[src/rtl/uart_rx_buffer_ctrl_if.sv]
// rtl/uart_rx_buffer_ctrl_if.sv - receiver handshake and CPU-side bus of the UART RX buffer controller
interface uart_rx_buffer_ctrl_if #(
  parameter int DEPTH = 4
);
  localparam int LW = $clog2(DEPTH) + 1;

  logic          rx_valid;
  logic [7:0]    rx_data;
  logic          rx_busy_rts;
  logic          rx_read;
  logic          uart_rts;
  logic          rd_en;
  logic [7:0]    rd_data;
  logic          data_avail;
  logic [LW-1:0] level;
  logic          irq;
  logic          overrun;
  logic          clr_overrun;
  logic          flush;

  // Receiver core plus CPU side
  modport master (
    output rx_valid, rx_data, rx_busy_rts, rd_en, clr_overrun, flush,
    input  rx_read, uart_rts, rd_data, data_avail, level, irq, overrun
  );

  // Buffer controller
  modport slave (
    input  rx_valid, rx_data, rx_busy_rts, rd_en, clr_overrun, flush,
    output rx_read, uart_rts, rd_data, data_avail, level, irq, overrun
  );
endinterface

[src/rtl/uart_rx_buffer_ctrl.sv]
// rtl/uart_rx_buffer_ctrl.sv - drains the UART receiver into a small FIFO with level, irq, overrun and RTS
module uart_rx_buffer_ctrl #(
  parameter int DEPTH     = 4,
  parameter int RTS_FREE  = 1,
  parameter int IRQ_LEVEL = 1
) (
  input logic                  clk,
  input logic                  resetn,
  uart_rx_buffer_ctrl_if.slave bus
);
  localparam int AW = $clog2(DEPTH);
  localparam int LW = AW + 1;

  typedef enum logic {
    S_IDLE = 1'b0,
    S_ACK  = 1'b1
  } state_t;

  state_t        state_q, state_d;
  logic [7:0]    mem [DEPTH];
  logic [AW-1:0] wr_ptr_q, rd_ptr_q;
  logic [LW-1:0] level_q, level_d;
  logic          overrun_q;
  logic          uart_rts_q;
  logic          rx_read_o;
  logic          capture;
  logic          full;
  logic          push;
  logic          drop;
  logic          pop;

  // Capture FSM state register
  always_ff @(posedge clk) begin
    if (!resetn) state_q <= S_IDLE;
    else         state_q <= state_d;
  end

  // Capture FSM next state: one ACK cycle per received byte
  always_comb begin
    state_d = state_q;
    case (state_q)
      S_IDLE:  if (bus.rx_valid) state_d = S_ACK;
      S_ACK:   state_d = S_IDLE;
      default: state_d = S_IDLE;
    endcase
  end

  // Capture FSM outputs: sample the byte in IDLE, acknowledge in ACK (rx_valid still high there)
  always_comb begin
    rx_read_o = 1'b0;
    capture   = 1'b0;
    case (state_q)
      S_IDLE:  capture   = bus.rx_valid;
      S_ACK:   rx_read_o = 1'b1;
      default: ;
    endcase
  end

  // Fullness is judged before any same-cycle pop; flush swallows both push and pop
  assign full = (level_q == LW'(DEPTH));
  assign push = capture && !full && !bus.flush;
  assign drop = capture &&  full && !bus.flush;
  assign pop  = bus.rd_en && (level_q != '0) && !bus.flush;

  // Level after this edge; also feeds the registered RTS so both change together
  always_comb begin
    level_d = level_q;
    if (bus.flush) level_d = '0;
    else           level_d = level_q + LW'(push) - LW'(pop);
  end

  // Pointers, level, sticky overrun and RTS
  always_ff @(posedge clk) begin
    if (!resetn) begin
      wr_ptr_q   <= '0;
      rd_ptr_q   <= '0;
      level_q    <= '0;
      overrun_q  <= 1'b0;
      uart_rts_q <= 1'b1;
    end else begin
      if (bus.flush) begin
        wr_ptr_q <= '0;
        rd_ptr_q <= '0;
      end else begin
        if (push) wr_ptr_q <= wr_ptr_q + AW'(1);
        if (pop)  rd_ptr_q <= rd_ptr_q + AW'(1);
      end
      level_q <= level_d;
      if (drop)                 overrun_q <= 1'b1;
      else if (bus.clr_overrun) overrun_q <= 1'b0;
      uart_rts_q <= bus.rx_busy_rts || ((LW'(DEPTH) - level_d) <= LW'(RTS_FREE));
    end
  end

  // FIFO storage; contents are don't-care while level says empty
  always_ff @(posedge clk) begin
    if (push) mem[wr_ptr_q] <= bus.rx_data;
  end

  assign bus.rx_read    = rx_read_o;
  assign bus.uart_rts   = uart_rts_q;
  assign bus.rd_data    = (level_q != '0) ? mem[rd_ptr_q] : 8'h00;
  assign bus.data_avail = (level_q != '0);
  assign bus.level      = level_q;
  assign bus.irq        = (level_q >= LW'(IRQ_LEVEL));
  assign bus.overrun    = overrun_q;
endmodule

[src/flat_wrapper.sv]
// flat-port wrapper written by rule: the top's interface ports become plain ports
module uart_rx_buffer_ctrl_flat 
#(
  parameter int DEPTH     = 4,
  parameter int RTS_FREE  = 1,
  parameter int IRQ_LEVEL = 1
)
  (clk, resetn, bus_rx_valid, bus_rx_data, bus_rx_busy_rts, bus_rd_en, bus_clr_overrun, bus_flush, bus_rx_read, bus_uart_rts, bus_rd_data, bus_data_avail, bus_level, bus_irq, bus_overrun);
  uart_rx_buffer_ctrl_if #(.DEPTH(DEPTH)) bus_i ();
  input logic clk;
  input logic resetn;
  input wire logic [$bits(bus_i.rx_valid)-1:0] bus_rx_valid;
  input wire logic [$bits(bus_i.rx_data)-1:0] bus_rx_data;
  input wire logic [$bits(bus_i.rx_busy_rts)-1:0] bus_rx_busy_rts;
  input wire logic [$bits(bus_i.rd_en)-1:0] bus_rd_en;
  input wire logic [$bits(bus_i.clr_overrun)-1:0] bus_clr_overrun;
  input wire logic [$bits(bus_i.flush)-1:0] bus_flush;
  output wire logic [$bits(bus_i.rx_read)-1:0] bus_rx_read;
  output wire logic [$bits(bus_i.uart_rts)-1:0] bus_uart_rts;
  output wire logic [$bits(bus_i.rd_data)-1:0] bus_rd_data;
  output wire logic [$bits(bus_i.data_avail)-1:0] bus_data_avail;
  output wire logic [$bits(bus_i.level)-1:0] bus_level;
  output wire logic [$bits(bus_i.irq)-1:0] bus_irq;
  output wire logic [$bits(bus_i.overrun)-1:0] bus_overrun;
  assign bus_i.rx_valid = bus_rx_valid;
  assign bus_i.rx_data = bus_rx_data;
  assign bus_i.rx_busy_rts = bus_rx_busy_rts;
  assign bus_i.rd_en = bus_rd_en;
  assign bus_i.clr_overrun = bus_clr_overrun;
  assign bus_i.flush = bus_flush;
  assign bus_rx_read = bus_i.rx_read;
  assign bus_uart_rts = bus_i.uart_rts;
  assign bus_rd_data = bus_i.rd_data;
  assign bus_data_avail = bus_i.data_avail;
  assign bus_level = bus_i.level;
  assign bus_irq = bus_i.irq;
  assign bus_overrun = bus_i.overrun;
  uart_rx_buffer_ctrl #(.DEPTH(DEPTH), .RTS_FREE(RTS_FREE), .IRQ_LEVEL(IRQ_LEVEL)) u_core (.clk(clk), .resetn(resetn), .bus(bus_i));
endmodule
[config.mk]
export PLATFORM = sky130hd
export DESIGN_NAME = uart_rx_buffer_ctrl_flat
export DESIGN_NICKNAME = d
export VERILOG_FILES = /design/src/rtl/uart_rx_buffer_ctrl_if.sv /design/src/rtl/uart_rx_buffer_ctrl.sv /design/src/flat_wrapper.sv
export SDC_FILE = /design/constraint.sdc
export NUM_CORES = 1
export LEC_CHECK = 0
export CAP_MARGIN = 20
export CORE_ASPECT_RATIO = 0.6
export CORE_MARGIN = 2
export CORE_UTILIZATION = 56
export DETAILED_ROUTE_END_ITERATION = 8
export HOLD_SLACK_MARGIN = 0.06
export MAX_ROUTING_LAYER = met4
export PLACE_DENSITY = 0.85
export REMOVE_ABC_BUFFERS = 1
export SLEW_MARGIN = 20
export SYNTH_ARGS = -nofsm -noshare
export SYNTH_HDL_FRONTEND = slang
export SYNTH_SLANG_ARGS = --single-unit
[constraint.sdc]
create_clock -name clk -period 6.36 [get_ports clk]
set_clock_uncertainty 0.15 [all_clocks]
set_input_delay 0.636 -clock clk [delete_from_list [all_inputs] [get_ports clk]]
set_output_delay 0.636 -clock clk [all_outputs]
set_load 0.01 [all_outputs]
== After elaboration in Yosys (flattened, before gate mapping) ==
Memories as Yosys holds them, arrays and structs flattened. A register that Yosys moved wholly into a read port is not among the register bits.
Cells that the tools add are included.

* Input bits: 15
* Register bits: 10
* Bits in writable memories: 32
* Word-level logic and storage cells: 41
* Memories: 1

{| class="wikitable"
|+ Memories
! name !! depth !! width !! rd ports !! clocked after Yosys merged registers in !! write ports !! RTL line !! RTL
|-
| u_core.mem || 4 || 8 || 1 || 1 || 1 || uart_rx_buffer_ctrl.sv:20 || <nowiki>logic [7:0] mem [DEPTH];</nowiki>
|}

* Multiplexer cells: 12
* Bitwise operators: 2
* $lt $le $gt $ge: 2
* $add $sub $neg: 5
* Eq/ne operators: 1
* Reductions and logical operators: 12

{| class="wikitable"
|+ Operators with widths
! cell !! count
|-
| $mux W8 || 1
|-
| $mux W1 || 7
|-
| $logic_and A1 B1 Y1 || 6
|-
| $add A2 B1 Y2 const B || 2
|-
| $mux W2 || 2
|-
| $add A3 B1 Y3 || 1
|-
| $eq A3 B3 Y1 const B || 1
|-
| $ge A3 B1 Y1 const B || 1
|-
| $le A3 B1 Y1 const B || 1
|-
| $mux W3 || 1
|-
| $reduce_bool A3 Y1 || 1
|-
| $sub A3 B1 Y3 || 1
|-
| $sub A3 B3 Y3 const A || 1
|-
| $logic_not A1 Y1 || 2
|-
| $not A1 Y1 || 2
|-
| $pmux W1 S2 || 1
|-
| $reduce_bool A2 Y1 || 1
|-
| $reduce_or A2 Y1 || 1
|-
| $logic_or A1 B1 Y1 || 1
|}

== Logic depth before layout (Yosys ltp) ==
Gate-level depths: netlist of run 1.

* Depth after elaboration: 10
* Depth in mapped cells: 12
* Gate-level depth less buffers: 12

== Worst setup path after synthesis of run 1 ==
No wires, ideal clock.

* Path type: input-to-reg
* Start point: in bus_flush
* End point: reg u_core.uart_rts_q (netlist: u_core.bus.uart_rts)
* Arrival: 2767 ps
* Required time: 6094 ps
* Stages on the path: 9
* Setup time: 116 ps
* Slack: 3327 ps
* Path through: or3b_4 > nor2_1 > ha_1 > inv_1 > fa_1 > or2_2 > ha_1 > or3_1 > a31o_2

* Longest elaborated chain between the ends: 8
* Elaborated cells between the ends (all ways): 9
* Those cells by class: 3 x add/sub; 1 x order compare; 1 x mux; 4 x reduce/logical

{| class="wikitable"
|+ RTL lines
! what !! RTL line !! RTL
|-
| from (decl) || flat_wrapper.sv:17 || <nowiki>input wire logic [$bits(bus_i.flush)-1:0] bus_flush;</nowiki>
|-
| $logic_not A1 Y1 || uart_rx_buffer_ctrl.sv:61 || <nowiki>assign push = capture && !full && !bus.flush;</nowiki>
|-
| $logic_and A1 B1 Y1 || uart_rx_buffer_ctrl.sv:61 ||
|-
| net u_core.push || uart_rx_buffer_ctrl.sv:28 || <nowiki>logic push;</nowiki>
|-
| $add A3 B1 Y3 || uart_rx_buffer_ctrl.sv:69 || <nowiki>else level_d = level_q + LW'(push) - LW'(pop);</nowiki>
|-
| $sub A3 B1 Y3 || uart_rx_buffer_ctrl.sv:69 ||
|-
| $mux W3 || uart_rx_buffer_ctrl.sv:68 || <nowiki>if (bus.flush) level_d = '0;</nowiki>
|-
| $sub A3 B3 Y3 || uart_rx_buffer_ctrl.sv:91 || <nowiki>uart_rts_q <= bus.rx_busy_rts || ((LW'(DEPTH) - level_d) <= LW'(RTS_FREE));</nowiki>
|-
| $le A3 B1 Y1 || uart_rx_buffer_ctrl.sv:91 ||
|-
| $logic_or A1 B1 Y1 || uart_rx_buffer_ctrl.sv:91 ||
|-
| to (signal assigned) || uart_rx_buffer_ctrl.sv:91 ||
|-
| to (decl) || uart_rx_buffer_ctrl.sv:24 || <nowiki>logic uart_rts_q;</nowiki>
|}

The timed path passes the listed nets, and every way through them passes these cells.
A chain may end at the register's enable or synchronous reset.

== Worst setup path after layout of run 1 ==
Same ends and word-level chain as after synthesis.

==> results.rst, run 1 <==
.. list-table::
   :header-rows: 1

   * - Metric
     - Value
   * - Run status
     - complete, no violations
   * - Source-to-sink clock delay at the later pin of the worst-skew pair
     - 0.30 ns
   * - Setup tns final
     - 0 ns
   * - Die Wd
     - 78.89 um
   * - Area after DPL
     - between 2000 and 2500 um^2
   * - Number of buffers on the longest clock path
     - 2
   * - Cell count after placement
     - 199
   * - Post-Synthesis Cells
     - ~130
   * - Total congestion overflow after global routing
     - 0
   * - Unrepaired setup endpoints after global routing
     - no
   * - Max_cap viols
     - 0
   * - Switching Share
     - about a fifth
   * - RePlAce Congestion
     - about 0.78
   * - Detailed router's first-iteration violation count
     - 71
   * - Worst reg2reg path depth
     - 11
   * - Placeable Area
     - about 3200 um^2
   * - Leading cell types by total area after synthesis
     - edfxtp_1, dfxtp_1, mux4_2
   * - Smallest hold slack
     - 0.3516 ns
   * - Share of total power in combinational logic
     - under 10%
   * - GRT met3 Usage
     - under 10%
   * - Worst setup margin
     - roughly 2.9 ns
   * - Period utilization
     - 54.45%
   * - Estimated wirelength of the detail-placed design
     - about 2500 um
   * - Seq pwr share
     - a little under three fifths
   * - Slew of the pin with the lowest slew margin
     - between 0.5 and 0.6 ns
   * - Area fraction of the dominant cell type after synthesis
     - 51.00%
   * - Area Overhead vs Synth
     - 23.71%
   * - Endpoint of the worst register-to-register path
     - u_core.bus.uart_rts
   * - Cell taking the most area after synthesis
     - edfxtp_1
   * - Initial core utilization
     - 58.10%
   * - Num ports
     - 31
   * - Worst min-delay path class
     - reg2reg
   * - Post-route cell area
     - ~2300 um^2
   * - Worst r2r src
     - u_core.bus.level[1]
   * - NetSw
     - approximately 120 uW
   * - Avg Vias per Cell
     - ~5.4
   * - Die Area
     - ~3900 um^2
   * - Cell area power density
     - 245.8 nW/um^2
   * - Leak pwr
     - around 0.83 nW
   * - Final Core Density
     - around 70%
   * - Dpl ws
     - between 2 and 3 ns
   * - Busiest grt layer
     - met2
   * - Post-layout instance count excluding filler cells
     - between 200 and 250
   * - Global-route wire length before repair
     - approximately 5700 um
   * - Clock buffers created by TritonCTS
     - 5
   * - DRC
     - 0
   * - Most frequent standard cell in the layout excluding fill and tap cells
     - edfxtp_1
   * - GR Util All Layers
     - between 20% and 30%
   * - Cell-internal power
     - 456.0 uW
   * - Warning count from the yosys run
     - 0
   * - Number of max-slew violations in the final report
     - 0
   * - VDD IR max
     - approximately 0.2 mV
   * - Routed length per placed instance
     - roughly 17 um
   * - Number of antenna violations at the first check in global routing
     - 0
   * - Data required time of the critical path
     - 6.41 ns
   * - Post-synthesis sequential area ratio
     - a little under two thirds
   * - Setup Buffers After CTS
     - 0
   * - Element type at the critical path start
     - primary input
   * - NumNets Final
     - ~190
   * - Critical path capture point
     - u_core.bus.uart_rts
   * - Maximum number of pins on one net before global-route repair
     - 14
   * - Data arrival time of the critical path
     - ~3.5 ns
   * - Path type of the worst setup path
     - in2reg
   * - Total inserted antenna cells
     - 0
   * - Share of cells above drive strength 1
     - 12.35%
   * - Clock sink count
     - 44
   * - Clk root buf
     - clkbuf_8
   * - Cell Area, Synth
     - about 1900 um^2
   * - Commonest cells after routing, fill and taps aside
     - edfxtp_1, clkdlybuf4s50_1, inv_1, dfxtp_1, ha_1
   * - Timing startpoint of the critical path
     - bus_flush
   * - Clock slew seen by the registers of the worst setup and hold paths
     - 0.08 ns
   * - GR Layer Usage met2
     - between 30% and 40%
   * - Total of buffers placed on input and output ports
     - 30
   * - Cells resized by post-CTS repair
     - 0
   * - Number of global-route vias before repair
     - between 1,000 and 1,500
   * - Number of cell rows
     - 16
   * - Met1 capacity usage during global routing
     - between 20 and 30%
   * - Antenna violation net count after detailed routing
     - 0
   * - Number of vias after detailed routing
     - 1,109
   * - 1st-pass router iterations
     - 4
   * - Launch point of the worst hold path
     - u_core.rd_ptr_q[1]
   * - Fin. Hold Viols
     - 0
   * - Clock Power Share
     - approximately 36%
   * - Post-synthesis area per instance
     - between 10 and 15 um^2
   * - Peak Freq
     - slightly below 0.3 GHz
   * - Type of destination of the critical path
     - flip-flop
   * - Reg2Reg Setup Slack
     - 3.14 ns
   * - Number of setup violations in the final report
     - 0
   * - Slew HR
     - 61.38%
   * - Highest net fanout along the worst path
     - 8
   * - Maximum level of the CTS H-tree
     - 2
   * - Synth Register Bits
     - 44
   * - Final wirelength
     - between 3000 and 4000 um
   * - Post-CTS Hold Buffers
     - 0
   * - Clock tree from TritonCTS
     - yes
   * - Die outline height
     - roughly 49 um
   * - Number of unique standard cell types used by synthesis
     - 31
   * - Total power
     - around 570 uW
   * - Min Clock Period, post-route
     - 3.463 ns
-- state kept, by name, summed over array words and instances, names as in the netlist, named ones only --
| register | cells |
|---|---|
| u_core.state_q | 1 |
| u_core.bus.overrun | 1 |
| u_core.rd_ptr_q | 2 |
| u_core.bus.level | 3 |
| u_core.bus.uart_rts | 1 |
| u_core.wr_ptr_q | 2 |
| u_core.mem | 32 |
-- cell type report --
cell class / count / area [um^2]
clock inverter: 2 / 35.03
clock buffer: 6 / 72.57
tap: 45 / 56.30
timing repair buffer: 31 / 307.8
sequential: 44 / 1201
inverter: 12 / 45.04
multi-input combinational: 67 / 613.1
fill: 226 / 912.1
-- how the worst min path moves through the flow --
stage,to,cells past startpoint
after CTS,u_core.rd_ptr_q[1],2
after global placement,flip-flop,2
after global routing,flip-flop,2
after detailed placement,flip-flop,2
final,u_core.rd_ptr_q[1],2
after floorplan,flip-flop,2
-- worst max-delay path, cell delays in order --
cell,delay (ns)
clkdlybuf4s50_1,0.54
or3b_4,0.48
nor2_1,0.11
ha_1,0.15
inv_1,0.04
fa_1,0.45
or2_2,0.31
ha_1,0.21
or3_1,0.35
a31o_2,0.24
-- kinds of logic (layout without fill, tap and decap cells) --
logic type	count (synthesis)	after routing	share of synthesized area (%)
AO/OA/AOI/OAI	11	11	3.785
XOR/XNOR	2	2	0.9298
adder cells (fa/ha/maj)	10	10	7.039
buffers and inverters	17	51	3.719
flip-flops	44	44	63.74
multiplexers	8	8	9.562
AND/OR/NAND/NOR	36	36	11.22
-- cells in the mapped netlist --
| cell type | n |
|---|---|
| buf_4 | 1 |
| or2_2 | 1 |
| inv_1 | 12 |
| nor3_1 | 1 |
| or3b_1 | 1 |
| or3_1 | 2 |
| or3b_4 | 1 |
| nand3_1 | 2 |
| nand2b_1 | 3 |
| nor2b_1 | 8 |
| nor2_1 | 7 |
| xnor2_1 | 1 |
| a21oi_1 | 3 |
| o21ai_0 | 4 |
| buf_2 | 2 |
| nor3b_1 | 2 |
| xor2_1 | 1 |
| edfxtp_1 | 32 |
| and3b_1 | 1 |
| o22ai_2 | 1 |
| and3_1 | 4 |
| dfxtp_1 | 12 |
| a31o_2 | 1 |
| fa_1 | 1 |
| mux4_2 | 8 |
| o31ai_1 | 1 |
| o21bai_1 | 1 |
| clkbuf_1 | 2 |
| nand2_1 | 2 |
| and2_1 | 1 |
| ha_1 | 9 |
-- power by group through the flow --
stage               clock [mW]  sequential (mW)  combinational [mW]
CTS                      0.209            0.315              0.0497
floorplan                    0            0.322              0.0211
detailed placement           0            0.322              0.0494
global placement             0            0.321              0.0467
finish                   0.209            0.315              0.0496
global route             0.222            0.316              0.0542
-- routing by layer --
layer  part of all wire (%)  routed length (um)
met2                     49                1687
met4                    1.6                  55
met5                      0                   0
met1                     45                1562
met3                    4.9                 171
No activity file was read; power rests on OpenSTA's default activity.
==> run 2, diff against run 1 <==
CORE_UTILIZATION = 52   (was 56)
PLACE_DENSITY = 0.8   (was 0.85)
clock period = 3.4 ns   (was 6.36 ns; I/O delays follow)
==> run 2 against run 1 <==
  * Die area is 7.2% higher
  * Non-clock buffer count is 2 higher
  * Design area is 0.54% lower
  * Largest cell class unchanged
  * Highest routed layer is now met3
==> results.rst, run 2 (same netlist as run 1, synthesis figures left out) <==
.. list-table::
   :header-rows: 1

   * - Metric
     - Value
   * - Cells resized by post-CTS repair
     - 0
   * - Peak Freq
     - ~0.31 GHz
   * - Type of destination of the critical path
     - flip-flop
   * - Total congestion overflow after global routing
     - 0
   * - Leak pwr
     - between 0.8 and 0.9 nW
   * - Critical-path cell with the highest stage delay
     - o31ai_1
   * - Flip-flop count of the largest register after layout
     - 32
   * - Post-CTS Hold Buffers
     - 0
   * - Cell count after placement
     - about 200
   * - Slew of the pin with the lowest slew margin
     - 0.6040 ns
   * - Max_cap viols
     - 0
   * - VDD IR max
     - around 0.28 mV
   * - Maximum number of pins on one net before global-route repair
     - 13
   * - Setup Buffers After CTS
     - 0
   * - Number of vias after detailed routing
     - about 1,100
   * - GR Util All Layers
     - roughly a fifth
   * - Maximum level of the CTS H-tree
     - 2
   * - Number of max-slew violations in the final report
     - 0
   * - Met1 wire length
     - ~1600 um
   * - Clock tree from TritonCTS
     - yes
   * - Filler Cells Inserted
     - between 200 and 250
   * - NumNets Final
     - around 190
   * - 1st-pass router iterations
     - 4
   * - Clock buffers created by TritonCTS
     - 5
   * - Ordered list of cells on the worst path
     - o31ai_1, nor2_1, ha_1, inv_1, ha_1, inv_1, fa_1, or2_2, ha_1, or3_1, a31o_2
   * - Clock slew seen by the registers of the worst setup and hold paths
     - approximately 0.080 ns
   * - Initial core utilization
     - 56.03%
   * - DRC
     - 0
   * - Element type at the critical path start
     - flip-flop
   * - Reg2Reg Setup Slack
     - between 0.2 and 0.25 ns
   * - Data required time of the critical path
     - approximately 3.4 ns
   * - Estimated wirelength of the detail-placed design
     - about 2400 um
   * - Data arrival time of the critical path
     - 3.21 ns
   * - Worst r2r src
     - u_core.bus.level[0]
   * - Total power
     - ~980 uW
   * - Slew HR
     - 59.65%
   * - End point of the most critical hold path
     - u_core.rd_ptr_q[1]
   * - Final wirelength
     - about 3300 um
   * - Clock sink count
     - 44
   * - Most frequent standard cell in the layout excluding fill and tap cells
     - edfxtp_1
   * - Global-route wire length before repair
     - between 5000 and 6000 um
   * - Number of cells on the worst hold path
     - 2
   * - Number of buffers and inverters on the critical path
     - 2
   * - Unrepaired setup endpoints after global routing
     - no
   * - Number of cell rows
     - 16
   * - Share of cells above drive strength 1
     - ~12%
   * - Min Clock Period, post-route
     - between 3 and 4 ns
   * - Die outline height
     - 50.63 um
   * - Num ports
     - 31
   * - Register with the most flip-flops
     - u_core.mem
   * - Routed length per placed instance
     - about 16 um
   * - Avg Vias per Cell
     - about 5.4
   * - Path type of the worst setup path
     - reg2reg
   * - Detailed router's first-iteration violation count
     - 94
   * - Number of global-route vias before repair
     - about 1,100
   * - Setup tns final
     - 0 ns
   * - Fin. Hold Viols
     - 0
   * - Critical path's top delay family
     - adder cells
   * - Cell area power density
     - ~420 nW/um^2
   * - Launch point of the worst hold path
     - u_core.rd_ptr_q[1]
   * - Met2 wire length
     - 1580 um
   * - Commonest cells after routing, fill and taps aside
     - edfxtp_1, clkdlybuf4s50_1, inv_1, dfxtp_1, ha_1
   * - Number of buffers on the longest clock path
     - 2
   * - Worst reg2reg path depth
     - 11
   * - Clk root buf
     - clkbuf_8
   * - Highest net fanout along the worst path
     - 6
   * - RePlAce Congestion
     - about 0.86
   * - Post-layout instance count excluding filler cells
     - 209
   * - Highest metal layer with signal wires
     - met3
   * - Number of setup violations in the final report
     - 0
   * - Worst min-delay path class
     - reg2reg
   * - Total inserted antenna cells
     - 0
   * - Die Area
     - 4137 um^2
   * - Antenna violation net count after detailed routing
     - 0
   * - Total of buffers placed on input and output ports
     - 30
   * - Run status
     - complete, no violations
   * - Source-to-sink clock delay at the later pin of the worst-skew pair
     - between 0.2 and 0.3 ns
   * - Period utilization
     - 93.56%
   * - Area Overhead vs Synth
     - 23.04%
   * - CP peak stage delay
     - 0.44 ns
   * - Placeable Area
     - 3363 um^2
   * - Number of antenna violations at the first check in global routing
     - 0
   * - Cell occurring most often along the worst timing path
     - ha_1
   * - Detailed-routed wire length on met3
     - 179 um
   * - Endpoint of the worst register-to-register path
     - u_core.bus.uart_rts
   * - Die Wd
     - ~80 um
==> run 2: per-layer routing <==
| metal | GRT usage, % | up-vias |
|---|---|---|
| li1 | - | 535 |
| met1 | 26.01 | 558 |
| met3 | 5.935 | 0 |
| met4 | 6.944 | 0 |
| met5 | - | - |
| met2 | 27.46 | 34 |
==> run 2: cell type report <==
class,count,area [um^2],area share (%)
flip-flops and latches,44,1201,51.81
multi-input cells,67,613.1,26.44
repair buffers,33,322.8,13.92
clock buffers,7,76.32,3.292
well taps,45,56.30,2.428
inverters,12,45.04,1.943
clock inverters,1,3.754,0.1619
==> run 2: worst max-delay path by stage <==
| stage | start | endpoint | cells past startpoint |
|---|---|---|---|
| final | u_core.bus.level[0] | u_core.bus.uart_rts | 11 |
| after global routing | u_core.bus.level[0] | u_core.bus.uart_rts | 11 |
| after CTS | u_core.bus.level[0] | u_core.bus.uart_rts | 11 |
| after detailed placement | bus_flush | u_core.bus.uart_rts | 10 |
| after global placement | bus_rd_en | u_core.bus.uart_rts | 12 |
| after floorplan | u_core.bus.level[1] | u_core.bus.uart_rts | 11 |
==> run 2: per-stage QoR <==
| stage | worst slack [ns] | utilization, % | hold slack (ns) | cell area (um^2) |
|---|---|---|---|---|
| floorplan | 0.3910 | - | 0.2889 | 1859 |
| global placement | 0.1076 | 66.56 | 0.3210 | 2238 |
| detailed placement | 0.05896 | 66.56 | 0.3602 | 2238 |
| CTS | 0.2320 | 68.94 | 0.3702 | 2318 |
| global route | 0.05494 | 68.94 | 0.4302 | 2318 |
| finish | 0.2189 | 68.94 | 0.3696 | 2318 |
==> run 2: worst register-to-register path, cell delays in order (launching register included) <==
cell and delay [ns]:
dfxtp_1 0.36, o31ai_1 0.44, nor2_1 0.08, ha_1 0.29, inv_1 0.04, ha_1 0.16
inv_1 0.06, fa_1 0.41, or2_2 0.30, ha_1 0.19, or3_1 0.35, a31o_2 0.24
==> run 2: report_power, final <==
part           internal (mW)  total, mW  switching (mW)
registers              0.584      0.589         0.00522
logic                 0.0521     0.0927          0.0406
clock network          0.143      0.302           0.159
==> run 3, diff against run 2 <==
RECOVER_POWER = 25   (was unset)
==> run 3 against run 2 <==
  * Die area is the same
  * Combinational power shrank 2%
  * Register-to-register slack is essentially flat
  * Clock power is essentially flat
  * Worst hold slack is essentially flat
  * Sequential power is essentially flat
  * Largest cell class unchanged
==> results.rst, run 3 (same netlist as run 1, synthesis figures left out) <==
.. list-table::
   :header-rows: 1

   * - Metric
     - Value
   * - Run status
     - complete, no violations
   * - Filler Cells Inserted
     - ~230
   * - Number of max-slew violations in the final report
     - 0
   * - Sequential Area
     - ~1200 um^2
   * - Cell occurring most often along the worst timing path
     - ha_1
   * - Routed length per placed instance
     - 15.98 um
   * - Number of global-route vias before repair
     - roughly 1,100
   * - 1st-pass router iterations
     - 4
   * - Number of vias after detailed routing
     - 1,127
   * - Most frequent standard cell in the layout excluding fill and tap cells
     - edfxtp_1
   * - Die Wd
     - between 80 and 90 um
   * - Source-to-sink clock delay at the later pin of the worst-skew pair
     - between 0.2 and 0.3 ns
   * - Ordered list of cells on the worst path
     - o31ai_1, nor2_1, ha_1, inv_1, ha_1, inv_1, fa_1, or2_2, ha_1, or3_1, a31o_2
   * - Die Area
     - about 4100 um^2
   * - Fin. Hold Viols
     - 0
   * - Placeable Area
     - about 3400 um^2
   * - Final wirelength
     - 3339 um
   * - Maximum level of the CTS H-tree
     - 2
   * - Clock tree from TritonCTS
     - yes
   * - GR Util All Layers
     - 19.13%
   * - Post-CTS Hold Buffers
     - 0
   * - Leak pwr
     - roughly 0.82 nW
   * - Commonest cells after routing, fill and taps aside
     - edfxtp_1, clkdlybuf4s50_1, inv_1, dfxtp_1, ha_1
   * - DRC
     - 0
   * - Min Clock Period, post-route
     - between 3 and 4 ns
   * - Avg Vias per Cell
     - 5.392
   * - Number of antenna violations at the first check in global routing
     - 0
   * - Smallest hold slack
     - between 0.3 and 0.4 ns
   * - Total of buffers placed on input and output ports
     - 30
   * - Total congestion overflow after global routing
     - 0
   * - Detailed router's first-iteration violation count
     - 93
   * - RePlAce Congestion
     - approximately 0.86
   * - Number of setup violations in the final report
     - 0
   * - Number of buffers on the longest clock path
     - 2
   * - Slew HR
     - about 60%
   * - Clock slew seen by the registers of the worst setup and hold paths
     - 0.08 ns
   * - Highest net fanout along the worst path
     - 6
   * - Setup Buffers After CTS
     - 0
   * - Die outline height
     - between 50 and 60 um
   * - Critical-path cell with the highest stage delay
     - o31ai_1
   * - Antenna violation net count after detailed routing
     - 0
   * - Share of cells above drive strength 1
     - 12.20%
   * - Maximum number of pins on one net before global-route repair
     - 13
   * - Unrepaired setup endpoints after global routing
     - no
   * - Cell area power density
     - between 400 and 500 nW/um^2
   * - Area after DPL
     - around 2200 um^2
   * - VDD IR max
     - approximately 0.28 mV
   * - Number of buffers and inverters on the critical path
     - 2
   * - CP peak stage delay
     - between 0.4 and 0.5 ns
   * - Max_cap viols
     - 0
   * - Area of the multi-input gates
     - a little over 600 um^2
   * - NumNets Final
     - approximately 190
   * - Path type of the worst setup path
     - reg2reg
   * - Global-route wire length before repair
     - approximately 5300 um
   * - Data arrival time of the critical path
     - about 3.2 ns
   * - Post-route cell area
     - about 2300 um^2
   * - Flip-flop count of the largest register after layout
     - 32
   * - Final Core Density
     - between 60% and 70%
   * - Num ports
     - 31
   * - Period utilization
     - slightly above 90%
   * - Element type at the critical path start
     - flip-flop
   * - Area Overhead vs Synth
     - 23.04%
   * - Cells resized by post-CTS repair
     - 0
   * - Type of destination of the critical path
     - flip-flop
   * - Critical path's top delay family
     - adder cells
   * - Clk root buf
     - clkbuf_8
   * - Setup tns final
     - 0 ns
   * - Number of cell rows
     - 16
   * - Initial core utilization
     - 56.03%
   * - Clock sink count
     - between 40 and 50
   * - Slew of the pin with the lowest slew margin
     - a little over 0.6 ns
   * - Estimated wirelength of the detail-placed design
     - 2420 um
   * - Register with the most flip-flops
     - u_core.mem
   * - Data required time of the critical path
     - 3.43 ns
   * - Clock buffers created by TritonCTS
     - 5
   * - Worst min-delay path class
     - reg2reg
   * - Peak Freq
     - 0.3144 GHz
   * - Total inserted antenna cells
     - 0
==> run 3: worst paths after layout <==
kind	start	end	slack [ns]	cells after the start
max	u_core.bus.level[0]	u_core.bus.uart_rts	0.22	11
min	u_core.rd_ptr_q[1]	u_core.rd_ptr_q[1]	0.37	2
max reg2reg	u_core.bus.level[0]	u_core.bus.uart_rts	0.22	11
min reg2reg	u_core.rd_ptr_q[1]	u_core.rd_ptr_q[1]	0.37	2
==> run 3: metal layers <==
layer	vias to the layer above	GRT usage [%]	wire (um)
li1	536	-	-
met1	557	26.01	1582
met2	34	27.46	1577
met3	0	5.935	178
met4	0	6.944	0
met5	-	-	0
==> run 3: power breakdown <==
part | internal (mW) | switching, mW
Combinational | 0.0507 | 0.0406
Clock | 0.143 | 0.159
Sequential | 0.584 | 0.00522
Total | 0.777 | 0.205
==> run 3: metrics by stage <==
stage	power (mW)	setup WS (ns)	instances
floorplan	0.6411	0.3910	123
global placement	0.6901	0.1076	201
global route	1.021	0.05494	209
finish	0.9821	0.2189	209
CTS	0.9901	0.2320	209
detailed placement	0.6936	0.05896	201
==> run 3: cell type report <==
| class | instances | area share [%] |
|---|---|---|
| clock buffers | 7 | 3.292 |
| repair buffers | 33 | 13.92 |
| well taps | 45 | 2.428 |
| clock inverters | 1 | 0.1619 |
| flip-flops and latches | 44 | 51.81 |
| multi-input cells | 67 | 26.44 |
| inverters | 12 | 1.943 |
==> run 3: worst min-delay path, delay by kind of cell (launching register included) <==
| family | cells | cell delay, ns |
|---|---|---|
| flops | 1 | 0.31 |
| compound gates | 2 | 0.15 |
